### src/rtl/spi_master_ram_if_if.sv
// rtl/spi_master_ram_if_if.sv - command/response bus between host sequencer and spi_master_ram_if
interface spi_master_ram_if_if #(
  parameter int DATA_W = 8
);
  logic              cmd_valid;
  logic              cmd_ready;
  logic [1:0]        cmd_op;
  logic [DATA_W-1:0] cmd_data;
  logic              rsp_valid;
  logic [DATA_W-1:0] rsp_data;
  logic              busy;

  modport master (
    output cmd_valid, cmd_op, cmd_data,
    input  cmd_ready, rsp_valid, rsp_data, busy
  );

  modport slave (
    input  cmd_valid, cmd_op, cmd_data,
    output cmd_ready, rsp_valid, rsp_data, busy
  );
endinterface

### src/rtl/spi_master_ram_if.sv
// rtl/spi_master_ram_if.sv - SPI mode-0 master issuing op+payload frames to the SPI-slave/RAM subsystem
// Optional AUTO_READ_EN: a READ_ADD frame is followed automatically by a READ_DATA frame.
module spi_master_ram_if #(
  parameter int CLK_DIV = 4,
  parameter int DATA_W  = 8
) (
  input  logic                clk,
  input  logic                rst_n,
  spi_master_ram_if_if.slave  bus,
  output logic                sclk,
  output logic                ss_n,
  output logic                mosi,
  input  logic                miso
);

  localparam int CNT_W      = $clog2(CLK_DIV + 1);
  localparam int FRAME_W    = DATA_W + 2;
  localparam int CMD_HALVES = 2 * FRAME_W;
  localparam int RSP_END    = 2 * (FRAME_W + DATA_W);
  localparam int HALF_W     = $clog2(RSP_END + 2);

  typedef enum logic [2:0] {IDLE, SETUP, SHIFT_CMD, SHIFT_RSP, HOLD} state_t;

  state_t              state, state_d;
  logic [CNT_W-1:0]    div_cnt, div_cnt_d;
  logic [HALF_W-1:0]   half_cnt, half_cnt_d;
  logic [FRAME_W-1:0]  sr, sr_d;
  logic [DATA_W-1:0]   rx, rx_d;
  logic [DATA_W-1:0]   rsp_data_r, rsp_data_d;
  logic                rsp_valid_r, rsp_valid_d;
  logic                is_read, is_read_d;
  logic                auto_pend, auto_d;
  logic                sclk_r, sclk_d;
  logic                ss_n_r, ss_n_d;
  logic                mosi_r, mosi_d;
  logic                tick;

  // One tick per SCLK half-period; the divider only runs while a frame is in flight.
  assign tick = (div_cnt == CNT_W'(CLK_DIV - 1));

  assign bus.cmd_ready = (state == IDLE);
  assign bus.busy      = (state != IDLE);
  assign bus.rsp_valid = rsp_valid_r;
  assign bus.rsp_data  = rsp_data_r;
  assign sclk          = sclk_r;
  assign ss_n          = ss_n_r;
  assign mosi          = mosi_r;

  always_ff @(posedge clk or negedge rst_n) begin
    if (!rst_n) begin
      state <= IDLE;
    end else begin
      state <= state_d;
    end
  end

  always_ff @(posedge clk or negedge rst_n) begin
    if (!rst_n) begin
      div_cnt     <= '0;
      half_cnt    <= '0;
      sr          <= '0;
      rx          <= '0;
      rsp_data_r  <= '0;
      rsp_valid_r <= 1'b0;
      is_read     <= 1'b0;
      auto_pend   <= 1'b0;
      sclk_r      <= 1'b0;
      ss_n_r      <= 1'b1;
      mosi_r      <= 1'b0;
    end else begin
      div_cnt     <= div_cnt_d;
      half_cnt    <= half_cnt_d;
      sr          <= sr_d;
      rx          <= rx_d;
      rsp_data_r  <= rsp_data_d;
      rsp_valid_r <= rsp_valid_d;
      is_read     <= is_read_d;
      auto_pend   <= auto_d;
      sclk_r      <= sclk_d;
      ss_n_r      <= ss_n_d;
      mosi_r      <= mosi_d;
    end
  end

  always_comb begin
    state_d     = state;
    div_cnt_d   = (state == IDLE || tick) ? '0 : div_cnt + CNT_W'(1);
    half_cnt_d  = half_cnt;
    sr_d        = sr;
    rx_d        = rx;
    rsp_data_d  = rsp_data_r;
    rsp_valid_d = 1'b0;
    is_read_d   = is_read;
    auto_d      = auto_pend;
    sclk_d      = sclk_r;
    ss_n_d      = ss_n_r;
    mosi_d      = mosi_r;

    case (state)
      IDLE: begin
        if (bus.cmd_valid) begin
          state_d    = SETUP;
          sr_d       = {bus.cmd_op, bus.cmd_data};
          rx_d       = '0;
          half_cnt_d = '0;
          is_read_d  = (bus.cmd_op == 2'b11);
`ifdef AUTO_READ_EN
          auto_d     = (bus.cmd_op == 2'b10);
`else
          auto_d     = 1'b0;
`endif
          ss_n_d     = 1'b0;
          sclk_d     = 1'b0;
          mosi_d     = bus.cmd_op[1];
        end
      end

      SETUP: begin
        if (tick) begin
          state_d    = SHIFT_CMD;
          half_cnt_d = HALF_W'(1);
          sclk_d     = 1'b1;
        end
      end

      // Odd half_cnt ends a high phase (falling edge); the trailing low half keeps ss_n low one more half.
      SHIFT_CMD: begin
        if (tick) begin
          half_cnt_d = half_cnt + HALF_W'(1);
          if (half_cnt == HALF_W'(CMD_HALVES)) begin
            state_d    = HOLD;
            half_cnt_d = '0;
            sclk_d     = 1'b0;
            ss_n_d     = 1'b1;
            mosi_d     = 1'b0;
          end else if (half_cnt[0]) begin
            sclk_d = 1'b0;
            mosi_d = sr[FRAME_W-2];
            sr_d   = sr << 1;
            if (is_read && half_cnt == HALF_W'(CMD_HALVES - 1)) begin
              state_d = SHIFT_RSP;
            end
          end else begin
            sclk_d = 1'b1;
          end
        end
      end

      SHIFT_RSP: begin
        if (tick) begin
          half_cnt_d = half_cnt + HALF_W'(1);
          if (half_cnt == HALF_W'(RSP_END)) begin
            state_d     = HOLD;
            half_cnt_d  = '0;
            sclk_d      = 1'b0;
            ss_n_d      = 1'b1;
            mosi_d      = 1'b0;
            rsp_valid_d = 1'b1;
            rsp_data_d  = rx;
          end else if (!half_cnt[0]) begin
            sclk_d = 1'b1;
            rx_d   = {rx[DATA_W-2:0], miso};
          end else begin
            sclk_d = 1'b0;
          end
        end
      end

      HOLD: begin
        if (tick) begin
          if (auto_pend) begin
            state_d   = SETUP;
            sr_d      = {2'b11, {DATA_W{1'b0}}};
            rx_d      = '0;
            is_read_d = 1'b1;
            auto_d    = 1'b0;
            ss_n_d    = 1'b0;
            mosi_d    = 1'b1;
          end else begin
            state_d = IDLE;
          end
        end
      end

      default: state_d = IDLE;
    endcase
  end

endmodule

### src/flat_wrapper.sv
// flat-port wrapper written by rule: the top's interface ports become plain ports
module spi_master_ram_if_flat 
#(
  parameter int CLK_DIV = 4,
  parameter int DATA_W  = 8
)
  (clk, rst_n, sclk, ss_n, mosi, miso, bus_cmd_valid, bus_cmd_op, bus_cmd_data, bus_cmd_ready, bus_rsp_valid, bus_rsp_data, bus_busy);
  spi_master_ram_if_if #(.DATA_W(DATA_W)) bus_i ();
  input  logic clk;
  input  logic rst_n;
  output logic sclk;
  output logic ss_n;
  output logic mosi;
  input  logic miso;
  input wire logic [$bits(bus_i.cmd_valid)-1:0] bus_cmd_valid;
  input wire logic [$bits(bus_i.cmd_op)-1:0] bus_cmd_op;
  input wire logic [$bits(bus_i.cmd_data)-1:0] bus_cmd_data;
  output wire logic [$bits(bus_i.cmd_ready)-1:0] bus_cmd_ready;
  output wire logic [$bits(bus_i.rsp_valid)-1:0] bus_rsp_valid;
  output wire logic [$bits(bus_i.rsp_data)-1:0] bus_rsp_data;
  output wire logic [$bits(bus_i.busy)-1:0] bus_busy;
  assign bus_i.cmd_valid = bus_cmd_valid;
  assign bus_i.cmd_op = bus_cmd_op;
  assign bus_i.cmd_data = bus_cmd_data;
  assign bus_cmd_ready = bus_i.cmd_ready;
  assign bus_rsp_valid = bus_i.rsp_valid;
  assign bus_rsp_data = bus_i.rsp_data;
  assign bus_busy = bus_i.busy;
  spi_master_ram_if #(.CLK_DIV(CLK_DIV), .DATA_W(DATA_W)) u_core (.clk(clk), .rst_n(rst_n), .bus(bus_i), .sclk(sclk), .ss_n(ss_n), .mosi(mosi), .miso(miso));
endmodule
### config.mk
export PLATFORM = sky130hd
export DESIGN_NAME = spi_master_ram_if_flat
export DESIGN_NICKNAME = d
export VERILOG_FILES = /design/src/rtl/spi_master_ram_if_if.sv /design/src/rtl/spi_master_ram_if.sv /design/src/flat_wrapper.sv
export SDC_FILE = /design/constraint.sdc
export NUM_CORES = 1
export LEC_CHECK = 0
export CAP_MARGIN = 5
export CORE_ASPECT_RATIO = 1.4
export CORE_MARGIN = 2
export CORE_UTILIZATION = 30
export CTS_CLUSTER_SIZE = 28
export DETAILED_ROUTE_END_ITERATION = 7
export PLACE_DENSITY_LB_ADDON = 0.08
export SLEW_MARGIN = 10
export SYNTH_ARGS = -nofsm -noshare
export SYNTH_HDL_FRONTEND = slang
export SYNTH_SLANG_ARGS = --single-unit
### constraint.sdc
create_clock -name clk -period 4.69 [get_ports clk]
set_input_delay 0.7035 -clock clk [delete_from_list [all_inputs] [get_ports clk]]
set_output_delay 0.7035 -clock clk [all_outputs]
set_load 0.005 [all_outputs]
==> results.sh <==
export IMPL_drt_initial_drc_count=136
export IMPL_whs_ns=0.444
export IMPL_ys_seq_elements=41
export IMPL_r2r_end="u_core.bus.rsp_data[1]$_DFFE_PN0P_"
export IMPL_post_cts_buffers=0
export IMPL_path_max_fanout=20
export IMPL_drc_errors=0
export IMPL_core_area_sq_um=6850
export IMPL_worstSetupPathType="register to output pin"
export IMPL_overflow=0
export IMPL_reg2reg_depth=6
export IMPL_grt_pass1_wl_mm=7.80
export IMPL_ios=28
export IMPL_syn_num_nets=206
export IMPL_power_switching_w=0.000464
export IMPL_netlist_area_sq_um=2100
export IMPL_dr_pass1_iters=4
export IMPL_max_freq_ghz=0.381
export IMPL_hold_path_class="register to register"
export IMPL_dp_slack_ns=2.24
export IMPL_min_to="u_core.div_cnt[0]$_DFF_PN0_"
export IMPL_clk_path_buf_depth=2
export IMPL_grt_antenna_before_repair=0
export IMPL_clock_sinks=41
export IMPL_std_cell_rows=36
export IMPL_vias_per_cell=5.02
export IMPL_tightest_slew_ns=0.931
export IMPL_cts_tree="yes"
export IMPL_grt_pass1_vias=1557
export IMPL_cts_hold_buffers=0
export IMPL_min_path_cells=1
export IMPL_hpwlAfterDp_mm=3.23
export IMPL_avgSynthCellArea_sq_um=11.1
export IMPL_final_cell_area_sq_um=2540
export IMPL_slew_headroom_pct=37.9
export IMPL_synth_enable_flop_cells=0
export IMPL_cap_viol_max_count=0
export IMPL_cts_resized=0
export IMPL_h_tree_depth=2
export IMPL_r2r_slack_ns=2.26
export IMPL_die_y_um=103
export IMPL_setup_viol=0
export IMPL_synthFlopType="dfrtp_1"
export IMPL_r2r_start="u_core.div_cnt[0]$_DFF_PN0_"
export IMPL_worstPathArrival_ns=1.92
export IMPL_placed_area_sq_um=2420
export IMPL_p_per_area_nw_per_um2=514
export IMPL_totalNegativeSetupSlack_ns=0
export IMPL_rsz0062_at_grt="false"
export IMPL_cts_root_buf="clkbuf_8"
export IMPL_grt_max_degree=42
export IMPL_fin_worst_skew_ns=0.00424
export IMPL_die_w_um=74.6
export IMPL_switching_share_pct=35.6
export IMPL_maxSlewViolCount=0
export IMPL_fin_crit_sh_pct=56.0
export IMPL_min_from="u_core.div_cnt[0]$_DFF_PN0_"
export IMPL_syn_inst=188
export IMPL_power_internal_w=0.000840
export IMPL_nets=230
export IMPL_cts_clk_slew_worst_paths_ns=0.08
export IMPL_outcome="completed"
export IMPL_yosysMostFrequentCell="dfrtp_1"
export IMPL_dieArea_sq_um=7680
export IMPL_synthTopCellsByArea="dfrtp_1 (48%), mux2_2 (8.6%), a22o_1 (5.9%)"
export IMPL_gp_congestion=0.867
export IMPL_yosysSeqAreaShare_pct=49.0
export IMPL_ir_drop_mv=0.204
export IMPL_hold_viol_final=0
export IMPL_total_power_w=0.00130
export IMPL_share_comb_of_total_power_pct=34.4
export IMPL_layout_setup_ws_ns=2.06
export IMPL_initial_core_util_pct=30.6
export IMPL_synthDominantCellAreaShare_pct=47.8
export IMPL_drive_above_1_share_pct=16.0
export IMPL_seqPwrFrac_pct=43.0
export IMPL_routed_wl_mm=4.69
export IMPL_crit_start="u_core.state[0]$_DFFE_PN0P_"
export IMPL_synth_common_cells="dfrtp_1 (40), mux2_2 (16), a22o_1 (14), inv_1 (11), nor2_1 (10)"
export IMPL_required_ns=3.99
export IMPL_grt_usage_pct=13.3
export IMPL_fill_cells=716
export IMPL_clk_insertion_delay_late_ns=0.29
export IMPL_leakagePower_nw=1.08
export IMPL_power_frac_clock_pct=22.6
export IMPL_end_kind="output pin"
export IMPL_async_flop_share_pct=100
export IMPL_area_growth_pct=21.1
export IMPL_cp_start_kind="register"
export IMPL_n_antenna_cell=0
export IMPL_yosysWarningCount=0
export IMPL_fin_crit_ns=2.63
export IMPL_portBuffers=27
export IMPL_synth_cell_types=45
export IMPL_synth_largest_area_cell="dfrtp_1"
export IMPL_ant_nets=0
export IMPL_vias=1545
export IMPL_avgRoutedWirePerCell_um=15.2
export IMPL_cts_buffers=5
==> final cells by class <==
class	instances	area (sq um)	area share (%)
clock buffers	7	86.3	3.40
clock inverters	1	30.0	1.18
inverters	11	41.3	1.63
multi-input cells	126	970	38.2
flip-flops and latches	41	1030	40.5
well taps	95	119	4.68
repair buffers	27	265	10.4
==> logic make-up (layout without fill, tap and decap cells) <==
kind of cell / count (synthesis) / count (layout) / share of synthesized area (%)
fa+ha+maj: 4 / 4 / 2.39
mux: 20 / 20 / 10.5
compound gates: 48 / 48 / 17.7
flops: 41 / 41 / 49.0
buf+inv: 21 / 46 / 4.72
simple gates: 54 / 54 / 15.6
==> metal layers <==
layer | track usage [%] | vias up | routed length [um]
li1 | - | 743 | -
met1 | 16.8 | 770 | 2120
met2 | 22.0 | 26 | 2350
met3 | 2.44 | 6 | 132
met4 | 5.63 | 0 | 91
met5 | 0 | - | 0
==> placed cells by master (no fill, tap or decap), types with 2 or more instances in the layout <==
| cell type | synthesis | routed |
|---|---|---|
| o21ai_2 | 2 | 2 |
| a21oi_1 | 4 | 4 |
| nand2_1 | 8 | 8 |
| inv_1 | 11 | 11 |
| a311oi_1 | 2 | 2 |
| o22a_1 | 2 | 2 |
| nand3b_1 | 3 | 3 |
| o32a_1 | 2 | 2 |
| a22oi_1 | 3 | 3 |
| clkbuf_8 | 0 | 6 |
| mux2i_1 | 4 | 4 |
| nor3_1 | 5 | 5 |
| nor2b_1 | 2 | 2 |
| nor3_2 | 3 | 3 |
| nand2b_1 | 3 | 3 |
| a31oi_1 | 2 | 2 |
| a22o_1 | 14 | 14 |
| nor3b_1 | 2 | 2 |
| clkdlybuf4s50_1 | 0 | 26 |
| nor2_1 | 10 | 10 |
| nand4_1 | 3 | 3 |
| mux2_2 | 16 | 16 |
| nand3_1 | 5 | 5 |
| o21ai_0 | 7 | 7 |
| dfrtp_1 | 40 | 40 |
| ha_1 | 4 | 4 |
| and3b_1 | 3 | 3 |
| and2b_1 | 2 | 2 |
| a21o_1 | 2 | 2 |
==> worst max path at each step <==
| stage | to | slack (ns) |
|---|---|---|
| after floorplan | u_core.sr[1]$_DFFE_PN0P_ | 2.67 |
| after global placement | u_core.half_cnt[0]$_DFFE_PN0P_ | 2.29 |
| after detailed placement | u_core.bus.rsp_data[1]$_DFFE_PN0P_ | 2.24 |
| after CTS | bus_cmd_ready | 2.04 |
| after global routing | bus_busy | 1.93 |
| final | bus_cmd_ready | 2.06 |
==> power groups by stage <==
| stage | clock network (W) | logic [W] | registers, W |
|---|---|---|---|
| floorplan | 0 | 0.000376 | 0.000509 |
| global placement | 0 | 0.000445 | 0.000565 |
| detailed placement | 0 | 0.000452 | 0.000569 |
| CTS | 0.000309 | 0.000455 | 0.000562 |
| global route | 0.000317 | 0.000511 | 0.000578 |
| finish | 0.000294 | 0.000449 | 0.000561 |
==> flip-flops by register name, summed over array words and instances, names as in the netlist <==
| name | cells |
|---|---|
| u_core.state | 3 |
| u_core.bus.rsp_data | 8 |
| u_core.mosi | 1 |
| u_core.bus.rsp_valid | 1 |
| u_core.rx | 8 |
| u_core.ss_n | 1 |
| u_core.is_read | 1 |
| u_core.half_cnt | 6 |
| u_core.div_cnt | 3 |
| u_core.sr | 9 |
==> per-stage QoR <==
stage / util [%] / cells
after floorplan: - / 188
after global placement: 35.4 / 300
after detailed placement: 35.4 / 300
after CTS: 37.1 / 308
after global routing: 37.1 / 308
final: 37.1 / 308
==> critical path, cell delays in order, from the launching register on <==
cell and delay [ns]:
dfrtp_1 0.64, nor3_2 0.42, clkdlybuf4s50_1 0.57
No activity file was read; power rests on OpenSTA's default activity.
